<file path="src/rtl/organ_pkg.sv">
// Shared types and pitch table for the organ note playback path.
// Half-periods are in clk cycles at 100 MHz for the middle octave.
package organ_pkg;

    localparam logic [3:0] NOTE_REST = 4'd0;
    localparam logic [3:0] NOTE_DO   = 4'd1;
    localparam logic [3:0] NOTE_RE   = 4'd2;
    localparam logic [3:0] NOTE_MI   = 4'd3;
    localparam logic [3:0] NOTE_FA   = 4'd4;
    localparam logic [3:0] NOTE_SOL  = 4'd5;
    localparam logic [3:0] NOTE_LA   = 4'd6;
    localparam logic [3:0] NOTE_SI   = 4'd7;

    localparam int HP_W = 20;

    typedef enum logic [1:0] {
        OCT_LOW  = 2'd0,
        OCT_MID  = 2'd1,
        OCT_HIGH = 2'd2,
        OCT_TOP  = 2'd3
    } octave_e;

    localparam logic [HP_W-1:0] MID_HALF_PERIOD [1:7] = '{
        20'd190840, 20'd170068, 20'd151515, 20'd143266,
        20'd127551, 20'd113636, 20'd101215
    };

    typedef enum logic [1:0] {
        ST_IDLE = 2'd0,
        ST_LOAD = 2'd1,
        ST_PLAY = 2'd2,
        ST_GAP  = 2'd3
    } state_e;

    typedef struct packed {
        logic [3:0] note;
        octave_e    octave;
        logic [3:0] beats;
    } req_t;

    // Codes 8..15 are treated as rests, same as 0.
    function automatic logic is_tone(input logic [3:0] note);
        return (note != NOTE_REST) && (note[3] == 1'b0);
    endfunction

    function automatic logic [HP_W-1:0] half_period(input logic [3:0] note,
                                                    input octave_e oct,
                                                    input int unsigned shift);
        logic [HP_W-1:0] base;
        logic [HP_W-1:0] hp;
        base = '0;
        if (is_tone(note)) begin
            base = MID_HALF_PERIOD[note[2:0]];
        end
        case (oct)
            OCT_LOW: hp = base << 1;
            OCT_MID: hp = base;
            default: hp = base >> 1;
        endcase
        hp = hp >> shift;
        if (hp == '0) begin
            hp = HP_W'(1);
        end
        return hp;
    endfunction

endpackage

</file>
<file path="src/rtl/note_fifo.sv">
// Request buffer: synchronous FIFO with flush and occupancy; read data is the head, combinational.
// Push when full and pop when empty are ignored; flush wins over push and pop.
module note_fifo #(
    parameter int WIDTH = 10,
    parameter int DEPTH = 4
) (
    input  logic                       clk,
    input  logic                       rst_n,
    input  logic                       i_push,
    input  logic [WIDTH-1:0]           i_dat,
    input  logic                       i_pop,
    input  logic                       i_flush,
    output logic [WIDTH-1:0]           o_dat,
    output logic [$clog2(DEPTH):0]     o_level,
    output logic                       o_full,
    output logic                       o_empty
);
    localparam int AW = $clog2(DEPTH);

    logic [WIDTH-1:0] r_mem [DEPTH];
    logic [AW-1:0]    r_wr_ptr;
    logic [AW-1:0]    r_rd_ptr;
    logic [AW:0]      r_level;
    logic             w_push;
    logic             w_pop;

    assign o_full  = (r_level == (AW+1)'(DEPTH));
    assign o_empty = (r_level == '0);
    assign o_level = r_level;
    assign o_dat   = r_mem[r_rd_ptr];
    assign w_push  = i_push && !o_full && !i_flush;
    assign w_pop   = i_pop && !o_empty && !i_flush;

    always_ff @(posedge clk or negedge rst_n) begin
        if (!rst_n) begin
            r_wr_ptr <= '0;
            r_rd_ptr <= '0;
            r_level  <= '0;
        end else if (i_flush) begin
            r_wr_ptr <= '0;
            r_rd_ptr <= '0;
            r_level  <= '0;
        end else begin
            if (w_push) r_wr_ptr <= r_wr_ptr + AW'(1);
            if (w_pop)  r_rd_ptr <= r_rd_ptr + AW'(1);
            r_level <= r_level + {{AW{1'b0}}, w_push} - {{AW{1'b0}}, w_pop};
        end
    end

    always_ff @(posedge clk) begin
        if (w_push) r_mem[r_wr_ptr] <= i_dat;
    end

endmodule

</file>
<file path="src/rtl/note_player.sv">
// Plays buffered note requests as a square wave for whole beats, then a silent gap.
// Accept to PLAY is 2 cycles; in_ready drops when the FIFO is full or stop is high.
module note_player
    import organ_pkg::*;
#(
    parameter int unsigned BEAT_CYCLES = 12_500_000,
    parameter int unsigned GAP_CYCLES  = 1_000_000,
    parameter int unsigned FIFO_DEPTH  = 4,
    parameter int unsigned TONE_SHIFT  = 0
) (
    input  logic                            clk,
    input  logic                            rst_n,
    input  logic                            en,
    input  logic                            stop,
    input  logic                            in_valid,
    output logic                            in_ready,
    input  logic [3:0]                      in_note,
    input  logic [1:0]                      in_octave,
    input  logic [3:0]                      in_beats,
    output logic                            buzzer,
    output logic                            playing,
    output logic [3:0]                      cur_note,
    output logic                            beat_pulse,
    output logic [$clog2(FIFO_DEPTH):0]     fifo_level
);
    localparam int BW = $clog2(BEAT_CYCLES + 1);
    localparam int GW = $clog2(GAP_CYCLES + 1);
    localparam logic [BW-1:0] BEAT_LAST = BW'(BEAT_CYCLES - 1);
    localparam logic [GW-1:0] GAP_LAST  = GW'(GAP_CYCLES - 1);

    state_e              r_state;
    req_t                r_req;
    logic [HP_W-1:0]     r_half;
    logic [HP_W-1:0]     r_tone_cnt;
    logic [BW-1:0]       r_beat_cnt;
    logic [GW-1:0]       r_gap_cnt;
    logic [3:0]          r_beats_left;
    logic                r_tone;
    logic                r_playing;
    logic                r_beat_pulse;
    logic [3:0]          r_cur_note;

    req_t                w_in_req;
    req_t                w_head;
    logic [$bits(req_t)-1:0] w_head_dat;
    logic                w_push;
    logic                w_pop;
    logic                w_full;
    logic                w_empty;

    assign w_in_req   = '{note: in_note, octave: octave_e'(in_octave), beats: in_beats};
    assign w_head     = req_t'(w_head_dat);
    assign in_ready   = !w_full && !stop;
    assign w_push     = in_valid && in_ready;
    assign w_pop      = en && !stop && (r_state == ST_IDLE) && !w_empty;

    // Toggle state is kept while frozen so the tone phase resumes with en.
    assign buzzer     = r_tone & en;
    assign playing    = r_playing;
    assign cur_note   = r_cur_note;
    assign beat_pulse = r_beat_pulse;

    note_fifo #(
        .WIDTH($bits(req_t)),
        .DEPTH(FIFO_DEPTH)
    ) u_fifo (
        .clk     (clk),
        .rst_n   (rst_n),
        .i_push  (w_push),
        .i_dat   (w_in_req),
        .i_pop   (w_pop),
        .i_flush (stop),
        .o_dat   (w_head_dat),
        .o_level (fifo_level),
        .o_full  (w_full),
        .o_empty (w_empty)
    );

    always_ff @(posedge clk or negedge rst_n) begin
        if (!rst_n) begin
            r_state      <= ST_IDLE;
            r_req        <= '0;
            r_half       <= '0;
            r_tone_cnt   <= '0;
            r_beat_cnt   <= '0;
            r_gap_cnt    <= '0;
            r_beats_left <= '0;
            r_tone       <= 1'b0;
            r_playing    <= 1'b0;
            r_beat_pulse <= 1'b0;
            r_cur_note   <= '0;
        end else if (stop) begin
            r_state      <= ST_IDLE;
            r_tone_cnt   <= '0;
            r_beat_cnt   <= '0;
            r_gap_cnt    <= '0;
            r_beats_left <= '0;
            r_tone       <= 1'b0;
            r_playing    <= 1'b0;
            r_beat_pulse <= 1'b0;
            r_cur_note   <= '0;
        end else begin
            r_beat_pulse <= 1'b0;
            if (en) begin
                case (r_state)
                    ST_IDLE: begin
                        if (!w_empty) begin
                            r_req   <= w_head;
                            r_state <= ST_LOAD;
                        end
                    end
                    ST_LOAD: begin
                        r_half       <= half_period(r_req.note, r_req.octave, TONE_SHIFT);
                        r_beats_left <= r_req.beats;
                        r_tone_cnt   <= '0;
                        r_beat_cnt   <= '0;
                        r_tone       <= 1'b0;
                        if (r_req.beats == 4'd0) begin
                            r_state <= ST_IDLE;
                        end else begin
                            r_state    <= ST_PLAY;
                            r_playing  <= 1'b1;
                            r_cur_note <= is_tone(r_req.note) ? r_req.note : NOTE_REST;
                        end
                    end
                    ST_PLAY: begin
                        if (r_tone_cnt == r_half - HP_W'(1)) begin
                            r_tone_cnt <= '0;
                            if (r_cur_note != NOTE_REST) r_tone <= ~r_tone;
                        end else begin
                            r_tone_cnt <= r_tone_cnt + HP_W'(1);
                        end
                        if (r_beat_cnt == BEAT_LAST) begin
                            r_beat_cnt   <= '0;
                            r_beat_pulse <= 1'b1;
                            r_beats_left <= r_beats_left - 4'd1;
                            // Last beat: silence takes precedence over a coincident tone toggle.
                            if (r_beats_left == 4'd1) begin
                                r_state    <= ST_GAP;
                                r_tone     <= 1'b0;
                                r_cur_note <= '0;
                                r_gap_cnt  <= '0;
                            end
                        end else begin
                            r_beat_cnt <= r_beat_cnt + BW'(1);
                        end
                    end
                    ST_GAP: begin
                        if (r_gap_cnt == GAP_LAST) begin
                            r_state   <= ST_IDLE;
                            r_playing <= 1'b0;
                        end else begin
                            r_gap_cnt <= r_gap_cnt + GW'(1);
                        end
                    end
                    default: r_state <= ST_IDLE;
                endcase
            end
        end
    end

endmodule

</file>
<file path="config.mk">
export PLATFORM = sky130hd
export DESIGN_NAME = note_player
export DESIGN_NICKNAME = d
export VERILOG_FILES = /design/src/rtl/organ_pkg.sv /design/src/rtl/note_fifo.sv /design/src/rtl/note_player.sv
export SDC_FILE = /design/constraint.sdc
export NUM_CORES = 1
export LEC_CHECK = 0
export ABC_AREA = 1
export CORE_ASPECT_RATIO = 0.75
export CORE_UTILIZATION = 55
export CTS_CLUSTER_DIAMETER = 30
export DETAILED_ROUTE_END_ITERATION = 7
export PLACE_DENSITY_LB_ADDON = 0.3
export SLEW_MARGIN = 20
export SYNTH_ARGS = -nofsm -noshare
export SYNTH_HDL_FRONTEND = slang
export SYNTH_SLANG_ARGS = --single-unit
</file>
<file path="constraint.sdc">
create_clock -name clk -period 5 [get_ports clk]
set_input_delay 0.75 -clock clk [delete_from_list [all_inputs] [get_ports clk]]
set_output_delay 0.75 -clock clk [all_outputs]
set_load 0.02 [all_outputs]
</file>
==> load_flow_metrics.sql, run 1 <==
INSERT INTO impl_metrics (metric_group, metric, value, unit) VALUES
('run_status', 'status', 'completed', ''),
('layout', 'post-route-cell-area', '9891', 'um^2'),
('worst_setup_path', 'worst-path-buf-inv', '3', ''),
('min_path', 'timing.hold.worst.class', 'input pin to asynchronous set/reset pin', ''),
('clock_tree', 'cts_inserted_buffers', '17', ''),
('clock_tree', 'cts_setup_buffers', '0', ''),
('global_routing', 'grt_antenna_before_repair', '0', ''),
('worst_setup_path', 'critical_path.endpoint_type', 'output port', ''),
('die', 'num_io_pins', '26', ''),
('die', 'rows', '39', ''),
('worst_setup_path', 'required_time_of_the_critical_path', '4250', 'ps'),
('timing', 'post-route-period-util', '59.27', '%'),
('die', 'design.die.area', '16720', 'um^2'),
('clock_tree', 'clock_insertion_delay_worst_skew', '440', 'ps'),
('worst_setup_path', 'critical_path_class', 'input pin to output port', ''),
('global_routing', 'grtUsageTotal', '25.84', '%'),
('global_routing', 'grt_first_pass_wirelength', '34.36', 'mm'),
('timing', 'fmax', '337.4', 'MHz'),
('die', 'die_x', '149.0', 'um'),
('clock_tree', 'cts_tree', 'yes', ''),
('synthesis', 'ys_async_sr_fraction', '73.86', '%'),
('synthesis', 'netlist.top_cell.by_area', 'sky130_fd_sc_hd__dfrtp_1', ''),
('drt', 'post-route-drc-count', '0', ''),
('worst_setup_path', 'crit_chain', 'clkdlybuf4s50_1 -> buf_4 -> a31oi_1 -> clkdlybuf4s50_1', ''),
('drt', 'ant_nets', '0', ''),
('worst_setup_path', 'worstPathMaxFanout', '24', ''),
('global_routing', 'via_count_of_the_first_global_routing_pass', '7094', ''),
('die', 'initial_utilization', '57.43', '%'),
('global_routing', 'grt_start_max_net_pins', '75', ''),
('synthesis', 'ys.flop_type', 'sky130_fd_sc_hd__dfrtp_1', ''),
('worst_setup_path', 'cell_type_with_the_highest_occurrence_count_on_the_critical_path', 'sky130_fd_sc_hd__clkdlybuf4s50_1', ''),
('synthesis', 'synth_cell_types', '48', ''),
('worst_setup_path', 'setup.reg_to_reg.worst_slack', '2190', 'ps'),
('synthesis', 'netlist_area', '8912', 'um^2'),
('timing', 'finalHoldWorstSlack', '473.2', 'ps'),
('die', 'die_height', '112.2', 'um'),
('timing', 'slew_viol_final', '0', ''),
('drt', 'drt-vias-per-instance', '5.565', ''),
('place', 'portBuffers', '25', ''),
('worst_setup_path', 'critPathMaxStageDelay', '630', 'ps'),
('layout', 'insertedDiodeCount', '0', ''),
('layout', 'final_util', '63.74', '%'),
('power', 'ir_drop_worst_case_vdd', '0.2924', 'mV'),
('place', 'routabilityCongestion', '0.9383', ''),
('synthesis', 'synthesis.nets', '1161', ''),
('global_routing', 'grt_overflow', '0', ''),
('timing', 'finalSetupTns', '0', 'ps'),
('layout', 'drive_gt1_share', '6.385', '%'),
('clock_tree', 'htree_num_levels', '4', ''),
('timing', 'clock-skew-final', '10.62', 'ps'),
('power', 'power-per-cell-area', '468.7', 'nW/um^2'),
('clock_tree', 'cts.path.max_buffers', '2', ''),
('synthesis', 'ys_warn_count', '0', ''),
('synthesis', 'synth_cells', '1126', ''),
('layout', 'layout-area-overhead-vs-synth', '10.98', '%'),
('clock_tree', 'hold_buf_count_cts', '0', ''),
('clock_tree', 'cts_num_sinks', '153', ''),
('place', 'dpl.hpwl', '14.38', 'mm'),
('timing', 'timing.final.setup_violations', '0', ''),
('flow_run', 'drv_cap', '0', ''),
('worst_setup_path', 'startpoint_type', 'input pin', ''),
('timing', 'setup_repair_after_global_routing_missed_its_margin', 'no', ''),
('worst_setup_path', 'critical-path-slowest-cell', 'sky130_fd_sc_hd__clkdlybuf4s50_1', ''),
('worst_setup_path', 'critical_path.top_delay_family', 'buffers and inverters', ''),
('drt', 'wire_per_inst', '15.02', 'um'),
('drt', 'route.vias.total', '7590', ''),
('synthesis', 'seq_area_frac_synth', '45.21', '%'),
('drt', 'drt_pass1_iterations', '5', ''),
('timing', 'hold_viol', '0', ''),
('synthesis', 'synth_largest_type_area_fraction', '31.73', '%'),
('clock_tree', 'clock_tree.root_cell', 'sky130_fd_sc_hd__clkbuf_16', '');
## layout by cell type, fill, tap and decap left out, types with 3 or more instances in the layout
cell type	synthesis	routed
sky130_fd_sc_hd__a211oi_1	3	3
sky130_fd_sc_hd__a21oi_1	33	33
sky130_fd_sc_hd__a31oi_1	3	3
sky130_fd_sc_hd__buf_4	2	8
sky130_fd_sc_hd__clkbuf_16	0	17
sky130_fd_sc_hd__clkdlybuf4s50_1	0	24
sky130_fd_sc_hd__clkinv_4	0	3
sky130_fd_sc_hd__dfrtp_1	113	113
sky130_fd_sc_hd__edfxtp_1	40	40
sky130_fd_sc_hd__ha_1	19	19
sky130_fd_sc_hd__inv_1	146	146
sky130_fd_sc_hd__inv_6	0	5
sky130_fd_sc_hd__inv_8	0	3
sky130_fd_sc_hd__nand2_1	209	209
sky130_fd_sc_hd__nand2_4	3	3
sky130_fd_sc_hd__nand3_1	68	68
sky130_fd_sc_hd__nand3b_1	5	5
sky130_fd_sc_hd__nand4_1	25	25
sky130_fd_sc_hd__nor2_1	141	141
sky130_fd_sc_hd__nor2_2	9	9
sky130_fd_sc_hd__nor2_4	3	3
sky130_fd_sc_hd__nor3_1	41	41
sky130_fd_sc_hd__nor4_1	7	7
sky130_fd_sc_hd__o211ai_1	3	3
sky130_fd_sc_hd__o21ai_0	109	109
sky130_fd_sc_hd__o21ai_2	9	9
sky130_fd_sc_hd__o22ai_1	19	19
sky130_fd_sc_hd__or2_1	3	3
sky130_fd_sc_hd__xnor2_1	13	13
sky130_fd_sc_hd__xor2_1	41	41
## state kept, by name, indices dropped and copies added (netlist names)
register,flops
u_fifo.r_mem,40
r_beat_cnt,24
r_gap_cnt,20
r_tone_cnt,20
r_half,19
r_req,10
cur_note,4
r_beats_left,4
u_fifo.o_level,3
r_state,2
u_fifo.r_rd_ptr,2
u_fifo.r_wr_ptr,2
beat_pulse,1
playing,1
r_tone,1
## Yosys cell counts, types with 23 or more instances
cell                       instances
sky130_fd_sc_hd__a21oi_1          33
sky130_fd_sc_hd__clkbuf_1         23
sky130_fd_sc_hd__dfrtp_1         113
sky130_fd_sc_hd__edfxtp_1         40
sky130_fd_sc_hd__inv_1           146
sky130_fd_sc_hd__nand2_1         209
sky130_fd_sc_hd__nand3_1          68
sky130_fd_sc_hd__nand4_1          25
sky130_fd_sc_hd__nor2_1          141
sky130_fd_sc_hd__nor3_1           41
sky130_fd_sc_hd__o21ai_0         109
sky130_fd_sc_hd__xor2_1           41
## metal layers
metal / vias to the layer above / track usage, % / part of all wire [%]
li1: 3767 / - / -
met1: 3563 / 39.06 / 50
met2: 232 / 37.74 / 43
met3: 28 / 4.634 / 5.7
met4: 0 / 7.755 / 1.3
met5: - / 0 / 0
## layout make-up
class / count / area, um^2
fillers: 1368 / 5627
multi-input cells: 796 / 4197
flip-flops and latches: 153 / 4029
inverters: 147 / 551.8
clock buffers: 17 / 425.4
repair buffers: 32 / 300.3
well taps: 205 / 256.5
clock inverters: 14 / 131.4
## logic make-up (layout without fill, tap and decap cells)
family                   after synthesis  after routing  share of synthesized area, %
buffers and inverters                177            210                         7.778
multiplexers                           3              3                        0.3510
XOR/XNOR                              54             54                         5.307
AO/OA/AOI/OAI                        192            192                         12.09
AND/OR/NAND/NOR                      527            527                         26.38
flip-flops                           153            153                         45.21
adder cells (fa/ha/maj)               20             20                         2.892
## power breakdown
| part | internal (uW) | leakage (uW) | switching, uW |
|---|---|---|---|
| Sequential | 1470 | 0.00189 | 206 |
| Clock | 654 | 0.000271 | 579 |
| Combinational | 565 | 0.00198 | 1160 |
| Total | 2690 | 0.00414 | 1950 |
## stage by stage
| step | worst slack (ps) | cells |
|---|---|---|
| CTS | 2036 | 1364 |
| finish | 2036 | 1364 |
| floorplan | 2502 | 1126 |
| global placement | 1818 | 1333 |
| detailed placement | 1761 | 1333 |
| global route | 1933 | 1364 |
## path summary, 6_finish.rpt
kind / end / start / depth (start not counted)
setup / recovery: in_ready / stop / 4
hold / removal: r_gap_cnt[17] / rst_n / 1
setup reg to reg: r_gap_cnt[2] / r_beat_cnt[1] / 11
hold reg to reg: cur_note[1] / cur_note[1] / 2
max in group asynchronous: r_half[18] / rst_n / 2
min in group clk: cur_note[1] / cur_note[1] / 2
## worst register-to-register path, stage by stage (launching register included)
cell and delay, ps:
sky130_fd_sc_hd__dfrtp_1 390, sky130_fd_sc_hd__ha_1 200, sky130_fd_sc_hd__nand2_1 120, sky130_fd_sc_hd__nor3_1 330, sky130_fd_sc_hd__nand4_1 320, sky130_fd_sc_hd__nor2_1 170
sky130_fd_sc_hd__nor2_1 120, sky130_fd_sc_hd__nor3_4 490, sky130_fd_sc_hd__buf_4 350, sky130_fd_sc_hd__nand3_1 110, sky130_fd_sc_hd__nand2_1 70, sky130_fd_sc_hd__nor2_1 40
Power figures use the tool's default switching activity.
==> run 2: changes to the inputs <==
Clock period 5 ns to 2.7 ns, I/O delays scaled along.
==> run 2 against run 1 <==
  * Sequential share of layout area fell by 0.89 points
  * Register-to-register slack got worse by 1900 ps
  * Utilization rose by 1.4 points
  * Wire length rose by 0.67%
  * Largest power group unchanged
==> load_flow_metrics.sql, run 2 (synthesis gave the netlist of run 1 again) <==
INSERT INTO impl_metrics (metric_group, metric, value, unit) VALUES
('run_status', 'status', 'completed', ''),
('timing', 'slew_viol_final', '0', ''),
('layout', 'layout.cells.most_common_list', 'sky130_fd_sc_hd__nand2_1 (209), sky130_fd_sc_hd__inv_1 (146), sky130_fd_sc_hd__nor2_1 (141)', ''),
('worst_setup_path', 'critical-path-slowest-cell', 'sky130_fd_sc_hd__clkdlybuf4s50_1', ''),
('layout', 'largest-register', 'u_fifo.r_mem', ''),
('timing', 'setup_repair_after_global_routing_missed_its_margin', 'no', ''),
('place', 'dpl.hpwl', '14.78', 'mm'),
('worst_setup_path', 'critical_path.endpoint_type', 'output port', ''),
('timing', 'slew_headroom', '63.54', '%'),
('worst_setup_path', 'critical_register_to_register_path_startpoint', 'r_half[0]', ''),
('clock_tree', 'cts_inserted_buffers', '17', ''),
('worst_setup_path', 'critical_path_class', 'input pin to output port', ''),
('die', 'placeableCoreArea', '15520', 'um^2'),
('clock_tree', 'cts_num_sinks', '153', ''),
('timing', 'finalHoldWorstSlack', '453.6', 'ps'),
('timing', 'finalSetupTns', '0', 'ps'),
('power', 'ir_drop_worst_case_vdd', '0.5221', 'mV'),
('place', 'portBuffers', '25', ''),
('layout', 'final_util', '65.16', '%'),
('die', 'initial_utilization', '57.43', '%'),
('worst_setup_path', 'setup.reg_to_reg.worst_slack', '290', 'ps'),
('layout', 'top_regs', 'u_fifo.r_mem x40, r_beat_cnt x24', ''),
('timing', 'timing.final.setup_violations', '0', ''),
('drt', 'drt-vias-per-instance', '5.555', ''),
('layout', 'insertedDiodeCount', '0', ''),
('drt', 'drt_pass1_iterations', '7', ''),
('clock_tree', 'cts.reportedPaths.clkPinSlew', '70', 'ps'),
('timing', 'post-route-period-util', '91.09', '%'),
('clock_tree', 'cts_tree', 'yes', ''),
('worst_setup_path', 'startpoint_type', 'input pin', ''),
('drt', 'ant_nets', '0', ''),
('timing', 'fmax', '406.6', 'MHz'),
('layout', 'final-seq-area', '4029', 'um^2'),
('clock_tree', 'clock_insertion_delay_worst_skew', '440', 'ps'),
('timing', 'fin_ws', '240.6', 'ps'),
('global_routing', 'grt_overflow', '0', ''),
('layout', 'most_common_cell_after_layout_fill_and_taps_aside', 'sky130_fd_sc_hd__nand2_1', ''),
('drt', 'initialDrtViolationCount', '646', ''),
('global_routing', 'grtUsageTotal', '26.55', '%'),
('worst_setup_path', 'worst_r2r_endpoint', 'r_tone_cnt[4]', ''),
('place', 'place_worst_setup_slack', '81.68', 'ps'),
('layout', 'final.fill_count', '1295', ''),
('global_routing', 'grt_start_max_net_pins', '54', ''),
('clock_tree', 'htree_num_levels', '4', ''),
('place', 'routabilityCongestion', '0.9433', ''),
('worst_setup_path', 'critical_path.top_delay_family', 'buffers and inverters', ''),
('timing', 'hold_viol', '0', ''),
('worst_setup_path', 'r2r.worst_path.cells', '13', ''),
('worst_setup_path', 'critPathMaxStageDelay', '630', 'ps'),
('global_routing', 'grt_antenna_before_repair', '0', ''),
('worst_setup_path', 'cell_type_with_the_highest_occurrence_count_on_the_critical_path', 'sky130_fd_sc_hd__clkdlybuf4s50_1', ''),
('layout', 'nets', '1200', ''),
('die', 'num_io_pins', '26', ''),
('power', 'power.static_leakage', '0.004260', 'uW'),
('global_routing', 'via_count_of_the_first_global_routing_pass', '7221', ''),
('drt', 'post-route-drc-count', '0', ''),
('worst_setup_path', 'required_time_of_the_critical_path', '2300', 'ps'),
('timing', 'tightestPinTransition', '546.9', 'ps'),
('worst_setup_path', 'worst-path-buf-inv', '3', ''),
('worst_setup_path', 'crit_chain', 'clkdlybuf4s50_1 -> buf_4 -> a31oi_1 -> clkdlybuf4s50_1', ''),
('drt', 'wire_per_inst', '14.91', 'um'),
('min_path', 'timing.hold.worst.class', 'input pin to asynchronous set/reset pin', ''),
('die', 'design.die.area', '16720', 'um^2'),
('timing', 'final_period_minus_worst_setup_slack', '2459', 'ps'),
('timing', 'clock-skew-final', '13.07', 'ps'),
('die', 'die_height', '112.2', 'um'),
('clock_tree', 'post_cts_resize_count', '0', ''),
('flow_run', 'drv_cap', '0', ''),
('die', 'die_x', '149.0', 'um'),
('layout', 'layout-area-overhead-vs-synth', '13.45', '%'),
('worst_setup_path', 'worst-endpoint-arrival', '2050', 'ps'),
('drt', 'route.vias.total', '7682', ''),
('die', 'rows', '39', ''),
('drt', 'wirelength', '20.63', 'mm'),
('clock_tree', 'cts.path.max_buffers', '2', ''),
('global_routing', 'grt_first_pass_wirelength', '34.98', 'mm'),
('layout', 'drive_gt1_share', '7.895', '%'),
('worst_setup_path', 'worstPathMaxFanout', '18', ''),
('clock_tree', 'clock_tree.root_cell', 'sky130_fd_sc_hd__clkbuf_16', ''),
('layout', 'largest_reg_flops', '40', ''),
('layout', 'multiInputGateArea', '4197', 'um^2'),
('power', 'power-per-cell-area', '866.5', 'nW/um^2');
[run 2: cell count changes in the layout (fill, tap and decap cells not counted)]
| cell | previous run | this run |
|---|---|---|
| sky130_fd_sc_hd__buf_4 | 8 | 23 |
| sky130_fd_sc_hd__buf_12 | 0 | 2 |
| sky130_fd_sc_hd__clkinvlp_4 | 1 | 0 |
| sky130_fd_sc_hd__dlygate4sd3_1 | 0 | 1 |
| sky130_fd_sc_hd__inv_8 | 3 | 5 |
| sky130_fd_sc_hd__inv_6 | 5 | 1 |
| sky130_fd_sc_hd__clkinv_1 | 1 | 0 |
| sky130_fd_sc_hd__clkinv_8 | 1 | 6 |
[run 2: worst max-delay path by stage]
| stage | slack (ps) | endpoint | depth (start not counted) | from |
|---|---|---|---|---|
| global placement | 150 | u_fifo.o_level[2] | 10 | stop |
| global route | 110 | r_tone_cnt[7] | 11 | r_half[0] |
| CTS | 230 | in_ready | 4 | stop |
| detailed placement | 80 | u_fifo.o_level[2] | 9 | stop |
| floorplan | 510 | u_fifo.o_level[2] | 9 | u_fifo.o_level[1] |
| finish | 240 | in_ready | 4 | stop |
[run 2: power by group]
group          leakage [uW]  total, uW  switching, uW  internal, uW
Combinational       0.00207       3280           2180          1100
Clock              0.000298       2400           1140          1260
Sequential          0.00189       3080            364          2720
Total               0.00426       8760           3680          5080
[run 2: routing by layer]
metal,track usage (%),routed length [um],vias up
met1,38.59,9798,3601
li1,-,-,3807
met3,5.285,1417,28
met5,0,0,-
met2,39.88,9107,246
met4,8.435,303,0
[run 2: final cells by class]
cell class                      instances  share of cell area (%)
Multi-Input combinational cell        796                   41.50
Sequential cell                       153                   39.85
Inverter                              147                   5.457
Timing Repair Buffer                   50                   4.579
Clock buffer                           17                   4.207
Tap cell                              205                   2.537
Clock inverter                         15                   1.869
[run 2: stage by stage]
step	total power, uW	cell area [um^2]	cells
3_3_place_gp	6252	9487	1350
6_report	8761	10110	1383
4_1_cts	8743	10110	1383
5_1_grt	9353	10110	1383
3_5_place_dp	6325	9487	1350
2_1_floorplan	5419	8912	1126
[run 2: repair_timing]
action                                 4_1_cts  5_1_grt
hold buffers                                 1        0
setup buffers                                0        0
endpoints found under the hold margin       28        0
==> run 3: changes to the inputs <==
Settings changed: GPL_TIMING_DRIVEN from default to 0, TNS_END_PERCENT from default to 100.
==> run 3 against run 2 <==
  * Wire length rose by 4.0%
  * Register-to-register slack got worse by 90 ps
  * Critical path type unchanged
  * Via count rose by 1.2%
  * Sequential share of layout area barely moved
  * Clock power rose by 8%
  * Largest cell class unchanged
  * Critical path depth did not move
==> load_flow_metrics.sql, run 3 (synthesis gave the netlist of run 1 again) <==
INSERT INTO impl_metrics (metric_group, metric, value, unit) VALUES
('clock_tree', 'cts.reportedPaths.clkPinSlew', '70', 'ps'),
('power', 'ir_drop_worst_case_vdd', '0.5598', 'mV'),
('clock_tree', 'htree_num_levels', '4', ''),
('layout', 'nets', '1207', ''),
('flow_run', 'drv_cap', '0', ''),
('clock_tree', 'cts.path.max_buffers', '2', ''),
('power', 'fin_total_pwr', '9003', 'uW'),
('timing', 'setup_repair_after_global_routing_missed_its_margin', 'no', ''),
('worst_setup_path', 'critical_path_class', 'input pin to output port', ''),
('layout', 'drive_gt1_share', '6.751', '%'),
('worst_setup_path', 'worstPathMaxFanout', '10', ''),
('clock_tree', 'clock_insertion_delay_worst_skew', '440', 'ps'),
('layout', 'largest_reg_flops', '40', ''),
('global_routing', 'grt_overflow', '0', ''),
('worst_setup_path', 'critical_register_to_register_path_startpoint', 'r_req[7]', ''),
('drt', 'ant_nets', '0', ''),
('clock_tree', 'cts_num_sinks', '153', ''),
('drt', 'drt-vias-per-instance', '5.593', ''),
('layout', 'insertedDiodeCount', '0', ''),
('die', 'placeableCoreArea', '15520', 'um^2'),
('timing', 'final_period_minus_worst_setup_slack', '2529', 'ps'),
('die', 'num_io_pins', '26', ''),
('worst_setup_path', 'r2r.worst_path.cells', '9', ''),
('layout', 'layout-area-overhead-vs-synth', '13.39', '%'),
('worst_setup_path', 'setup.reg_to_reg.worst_slack', '200', 'ps'),
('die', 'design.die.area', '16720', 'um^2'),
('die', 'rows', '39', ''),
('timing', 'clock-skew-final', '8.493', 'ps'),
('timing', 'slew_viol_final', '0', ''),
('clock_tree', 'cts_tree', 'yes', ''),
('timing', 'slew_headroom', '32.53', '%'),
('layout', 'multiInputGateArea', '4193', 'um^2'),
('global_routing', 'grt_first_pass_wirelength', '36.27', 'mm'),
('drt', 'drt_pass1_iterations', '5', ''),
('timing', 'post-route-period-util', '93.67', '%'),
('place', 'dpl.hpwl', '15.48', 'mm'),
('timing', 'tightestPinTransition', '1008', 'ps'),
('die', 'die_height', '112.2', 'um'),
('run_status', 'status', 'completed', ''),
('power', 'power.static_leakage', '0.004227', 'uW'),
('drt', 'post-route-drc-count', '0', ''),
('layout', 'largest-register', 'u_fifo.r_mem', ''),
('layout', 'top_regs', 'u_fifo.r_mem x40, r_beat_cnt x24', ''),
('timing', 'timing.final.setup_violations', '0', ''),
('drt', 'initialDrtViolationCount', '736', ''),
('die', 'initial_utilization', '57.43', '%'),
('min_path', 'timing.hold.worst.class', 'input pin to asynchronous set/reset pin', ''),
('worst_setup_path', 'required_time_of_the_critical_path', '2300', 'ps'),
('timing', 'hold_viol', '0', ''),
('clock_tree', 'clock_tree.root_cell', 'sky130_fd_sc_hd__clkbuf_16', ''),
('layout', 'layout.cells.most_common_list', 'sky130_fd_sc_hd__nand2_1 (209), sky130_fd_sc_hd__inv_1 (146), sky130_fd_sc_hd__nor2_1 (140)', ''),
('clock_tree', 'cts_inserted_buffers', '17', ''),
('global_routing', 'grtUsageTotal', '27.58', '%'),
('global_routing', 'grt_start_max_net_pins', '75', ''),
('layout', 'most_common_cell_after_layout_fill_and_taps_aside', 'sky130_fd_sc_hd__nand2_1', ''),
('drt', 'wirelength', '21.46', 'mm'),
('layout', 'layout.cells.non_filler', '1390', ''),
('global_routing', 'grt_antenna_before_repair', '0', ''),
('clock_tree', 'cts_setup_buffers', '0', ''),
('timing', 'fmax', '395.4', 'MHz'),
('place', 'portBuffers', '25', ''),
('worst_setup_path', 'worst_r2r_endpoint', 'r_half[6]', ''),
('global_routing', 'via_count_of_the_first_global_routing_pass', '7280', ''),
('die', 'die_x', '149.0', 'um'),
('worst_setup_path', 'critical_path.endpoint_type', 'output port', ''),
('power', 'power-per-cell-area', '890.8', 'nW/um^2'),
('worst_setup_path', 'worst-endpoint-arrival', '2120', 'ps'),
('place', 'routabilityCongestion', '0.9391', ''),
('layout', 'final.fill_count', '1306', ''),
('place', 'place_inst', '1357', ''),
('layout', 'final-seq-area', '4029', 'um^2'),
('worst_setup_path', 'startpoint_type', 'input pin', ''),
('drt', 'wire_per_inst', '15.44', 'um'),
('drt', 'route.vias.total', '7774', '');
==> run 3: cell types whose count changed in the layout (fill, tap and decap cells not counted), moves of 2 or more <==
cell,before,now
sky130_fd_sc_hd__clkbuf_1,0,21
sky130_fd_sc_hd__buf_4,23,2
sky130_fd_sc_hd__clkinv_4,3,1
sky130_fd_sc_hd__bufinv_16,0,2
sky130_fd_sc_hd__clkbuf_2,0,2
sky130_fd_sc_hd__clkinv_8,6,4
sky130_fd_sc_hd__buf_2,0,4
==> run 3: cell type report <==
type,count,share of cell area (%)
Clock buffer,17,4.210
Tap cell,205,2.538
Clock inverter,15,2.154
Sequential cell,153,39.87
Multi-Input combinational cell,796,41.49
Inverter,147,5.460
Buffer,30,1.424
Timing Repair Buffer,27,2.860
==> run 3: repair_timing <==
action	in CTS	in global routing
hold endpoints to repair	39	0
gates resized for setup	1	3
endpoints found under the setup margin	2	8
hold buffers	1	0
==> run 3: through the flow <==
step           utilization [%]  hold WS (ps)  worst slack [ps]  area [um^2]  setup TNS (ps)
3_5_place_dp             60.89         361.1            -453.3         9448           -8135
5_1_grt                  65.13         503.7             16.38        10110               0
4_1_cts                  65.10         469.6             141.0        10100               0
3_3_place_gp             60.70         498.8             -3268         9419         -375670
2_1_floorplan                -         109.4             506.6         8912               0
6_report                 65.13         462.3             170.8        10110               0
==> run 3: worst max-delay path, cell delays in order <==
cell	delay, ps
sky130_fd_sc_hd__clkdlybuf4s50_1	530
sky130_fd_sc_hd__clkbuf_1	300
sky130_fd_sc_hd__a31oi_1	250
sky130_fd_sc_hd__clkdlybuf4s50_1	640
==> run 3: worst max path at each step <==
| stage | cells after the start | slack [ps] | from | endpoint |
|---|---|---|---|---|
| 2_1_floorplan | 9 | 510 | u_fifo.o_level[1] | u_fifo.o_level[2] |
| 4_1_cts | 11 | 140 | stop | u_fifo.o_level[2] |
| 3_3_place_gp | 1 | -3270 | rst_n | r_beat_cnt[11] |
| 6_report | 4 | 170 | stop | in_ready |
| 5_1_grt | 11 | 20 | stop | u_fifo.o_level[2] |
| 3_5_place_dp | 11 | -450 | stop | u_fifo.o_level[1] |
==> run 3: layer usage <==
metal | up-vias | GRT usage, % | share of wire, %
met4 | 0 | 6.599 | 0.97
met1 | 3658 | 41.07 | 49
met3 | 26 | 5.366 | 6.5
met5 | - | 0 | 0
li1 | 3827 | - | -
met2 | 263 | 41.40 | 43
==> run 3: power by group <==
part	total, uW	switching, uW	internal [uW]
logic	3320	2240	1080
clock network	2580	1140	1430
registers	3100	382	2720
